<file path="config.mk">
export PLATFORM = sky130hd
export DESIGN_NAME = shift_left_2
export DESIGN_NICKNAME = d
export VERILOG_FILES = /design/src/rtl/shift_left_2.sv
export SDC_FILE = /design/constraint.sdc
export NUM_CORES = 1
export LEC_CHECK = 0
export BUFFER_PORTS_ARGS = -buffer_cell sky130_fd_sc_hd__buf_2
export CAP_MARGIN = 10
export CORE_ASPECT_RATIO = 0.75
export CORE_MARGIN = 4
export CORE_UTILIZATION = 42
export CTS_CLUSTER_DIAMETER = 150
export CTS_CLUSTER_SIZE = 14
export DETAILED_ROUTE_END_ITERATION = 10
export HOLD_SLACK_MARGIN = 0.12
export PLACE_DENSITY = 0.8
export SLEW_MARGIN = 20
export SYNTH_ARGS = -nofsm -noshare
export SYNTH_HDL_FRONTEND = slang
export SYNTH_SLANG_ARGS = --single-unit
</file>
<file path="constraint.sdc">
create_clock -name clk -period 1.1 [get_ports clk]
set_input_delay 0.22 -clock clk [delete_from_list [all_inputs] [get_ports clk]]
set_output_delay 0.22 -clock clk [all_outputs]
set_load 0.03 [all_outputs]
</file>
<file path="src/rtl/shift_left_2.sv">
// Registered shift-left-by-2 stage: turns the 26-bit instruction index into a
// byte offset and forms the full jump target with the upper PC bits prefixed.
module shift_left_2 #(
   parameter int unsigned IN_W    = 26,
   parameter int unsigned SHIFT   = 2,
   parameter int unsigned PC_HI_W = 4
) (
   input  logic                             clk,
   input  logic                             reset,
   input  logic [IN_W-1:0]                  signal,
   input  logic                             valid_in,
   input  logic [PC_HI_W-1:0]               pc_hi,
   output logic [IN_W+SHIFT-1:0]            out,
   output logic [PC_HI_W+IN_W+SHIFT-1:0]    jump_target,
   output logic                             valid_out
);

   localparam int unsigned OUT_W = IN_W + SHIFT;
   localparam int unsigned JT_W  = PC_HI_W + OUT_W;

   logic [OUT_W-1:0] shifted_c;
   logic [JT_W-1:0]  target_c;

   // Pure concatenation: no arithmetic, sign extension or rotation.
   assign shifted_c = {signal, {SHIFT{1'b0}}};
   assign target_c  = {pc_hi, shifted_c};

   // Data registers load only on valid_in, so junk on signal while idle never reaches the outputs.
   always_ff @(posedge clk or posedge reset) begin
      if (reset) begin
         out         <= '0;
         jump_target <= '0;
         valid_out   <= 1'b0;
      end else begin
         valid_out <= valid_in;
         if (valid_in) begin
            out         <= shifted_c;
            jump_target <= target_c;
         end
      end
   end

endmodule

</file>
==> results.py <==
metrics = {
    "synthesis": {
        "ys_seq_area_share_pct": 52.0,
        "ys_seq_elements": 31,
        "netlist_area_um2": 1490,
        "synth_cell_types": 6,
        "syn_avg_cell_area_um2": 15.5,
        "yosys_warnings": 0,
        "synth_flop_cell": "dfrtp_1",
        "synth_top_area_share_pct": 52.0,
        "synth-async-reset-ratio_pct": 100,
        "yosys-top-cells-count": "dfrtp_1, buf_4, mux2_4",
        "synth_edf_count": 0,
        "syn_inst": 96,
        "synth_top_area_cell": "dfrtp_1",
        "synth.most_common_cell": "dfrtp_1",
        "synthTopCellsByArea": "dfrtp_1, mux2_4, buf_4",
    },
    "detailed_routing": {
        "ant_nets": 0,
        "route.detailed.drc": 0,
        "wl_per_cell_um": 14.0,
        "routed_wl_mm": 2.98,
        "drt_first_pass_iters": 2,
        "initialDrtViolationCount": 18,
        "vias_per_cell": 4.32,
        "routed-via-count": 921,
    },
    "sta": {
        "fin_crit_sh_pct": 98.6,
        "setup_viol": 0,
        "final_max_slew_viol_count": 0,
        "max_freq_mhz": 922,
        "rsz0062_at_grt": "yes",
        "period_minus_slack_ns": 1.08,
        "fin_hold_ws_ns": 0.180,
        "fin_tns_setup_ns": 0,
        "finalHoldViolations": 0,
        "clock_skew_ns": 0,
    },
    "floorplan": {
        "num_rows": 18,
        "coreArea_um2": 3360,
        "start_util_pct": 44.5,
        "fp.dieH_um": 59.6,
        "io_pins": 94,
        "die_x_um": 76.8,
        "die_area_um2": 4580,
    },
    "hold_path": {
        "hp-class": "in -> reg",
        "hold_path.startpoint": "signal[17]",
        "whs_endpoint": "jump_target[19]",
        "holdPathStages": 2,
    },
    "placement": {
        "port_buffers": 89,
        "place_congestion": 0.746,
        "dp_hpwl_mm": 2.23,
    },
    "critical_path": {
        "rr_endpoint": "jump_target[6]",
        "cpLargestDelayFamily": "flip-flops",
        "crit_fanout": 3,
        "required_ns": 0.88,
        "path_buf_inv": 1,
        "criticalPathCategory": "reg -> out",
        "end_kind": "output pin",
        "max_stage_delay_ns": 0.41,
        "slowest_stage": "dfrtp_1",
        "crit_path_cell_trace": "buf_4",
        "r2r_setup_slack_ns": 0.17,
        "rr_startpoint": "jump_target[6]",
        "worstPathArrival_ns": 0.86,
        "r2r_cells": 2,
        "cp-startpoint": "jump_target[6]",
        "cp-start-kind": "flip-flop",
    },
    "clocking": {
        "htreeDepth": 2,
        "numCtsBuffers": 5,
        "cts_buffer_depth": 2,
        "clkLatencyLatePin_ns": 0.26,
        "clk_pin_slew_ns": 0.06,
        "cts-root-buf": "clkbuf_8",
        "tritoncts": "done",
        "clkSinkCount": 31,
    },
    "status": {
        "status": "finished, final reports clean",
    },
    "finish": {
        "num-fill-cells": 261,
        "post_route_cells_drive_above_1_share_pct": 77.5,
        "final_util_pct": 59.7,
        "area_growth_pct": 34.1,
        "final_nets": 205,
        "diodes": 0,
    },
    "power": {
        "clkPwrFrac_pct": 25.1,
        "p_leak_nw": 1.10,
        "peakVddDrop_mv": 1.01,
        "intPower_mw": 2.14,
        "switchingPower_mw": 1.09,
        "pwr_density_cell_nw_per_um2": 1610,
        "p_comb_share_pct": 33.5,
        "p_seq_share_pct": 41.4,
        "p_sw_share_pct": 33.7,
    },
    "global_routing": {
        "grt_pass1_wl_mm": 4.37,
        "overflow": 0,
        "grt_pass1_vias": 865,
        "grt_max_degree": 28,
        "antenna_found_initial": 0,
        "track_usage_pct": 12.4,
    },
    "run": {
        "cap_violations": 0,
    },
}
## logic make-up after synthesis
family	count (synthesis)	synth area share, %
other	1	0.251
buffers and inverters	34	17.6
DFF	31	52.0
muxes	30	30.2
## stage by stage
stage          cell area [um2]  worst slack [ns]  instances  total power [mW]
3_3_place_gp              1810             0.132        199              2.34
4_1_cts                   1900           0.00675        208              3.20
6_report                  2000            0.0156        213              3.23
3_5_place_dp              1810            0.0958        199              2.36
2_1_floorplan             1500             0.159         99              2.18
5_1_grt                   2000           -0.0213        213              3.38
## how the worst max path moves through the flow
stage | end | slack [ns] | cells past startpoint
after global routing | jump_target[6] | -0.02 | 1
after global placement | jump_target[22] | 0.13 | 3
final | jump_target[6] | 0.02 | 1
after detailed placement | jump_target[14] | 0.1 | 3
after CTS | jump_target[14] | 0.007 | 1
after floorplan | out[10] | 0.16 | 1
## final cells by class
class | count | area, um2 | area share, %
Multi-Input combinational cell | 34 | 465 | 23.2
Inverter | 1 | 3.75 | 0.188
Clock buffer | 7 | 76.3 | 3.81
Sequential cell | 31 | 776 | 38.8
Tap cell | 40 | 50.0 | 2.50
Clock inverter | 1 | 5.00 | 0.250
Timing Repair Buffer | 99 | 626 | 31.3
## timing repair
item,4_1_cts,5_1_grt
setup buffers,0,5
endpoints found under the setup margin,0,32
resized for setup,0,49
endpoints found under the hold margin,31,0
hold buffers,1,0
## power by group through the flow
stage | combinational, mW | clock, mW | sequential [mW]
floorplan | 0.602 | 0 | 1.58
global placement | 0.997 | 0 | 1.35
detailed placement | 1.01 | 0 | 1.35
CTS | 1.01 | 0.852 | 1.33
global route | 1.13 | 0.897 | 1.35
finish | 1.08 | 0.812 | 1.34
## per-layer routing
layer	vias to the layer above	part of all wire (%)	global-route usage [%]
met5	-	0	0
met4	0	0.64	5.43
met3	2	8.8	4.26
met2	54	50	20.7
met1	434	40	14.9
li1	431	-	-
## cell usage in the layout (no fill, tap or decap)
master / instances
buf_12: 3
buf_2: 63
buf_4: 29
clkbuf_1: 2
clkbuf_4: 3
clkbuf_8: 5
clkinv_2: 1
conb_1: 4
dfrtp_1: 31
dlygate4sd3_1: 1
inv_1: 1
mux2_4: 30
## registers in the layout, indices dropped and copies added, names as in the netlist
signal / count
jump_target: 30
valid_out: 1
Note: power is estimated with default switching activity, not from simulation.
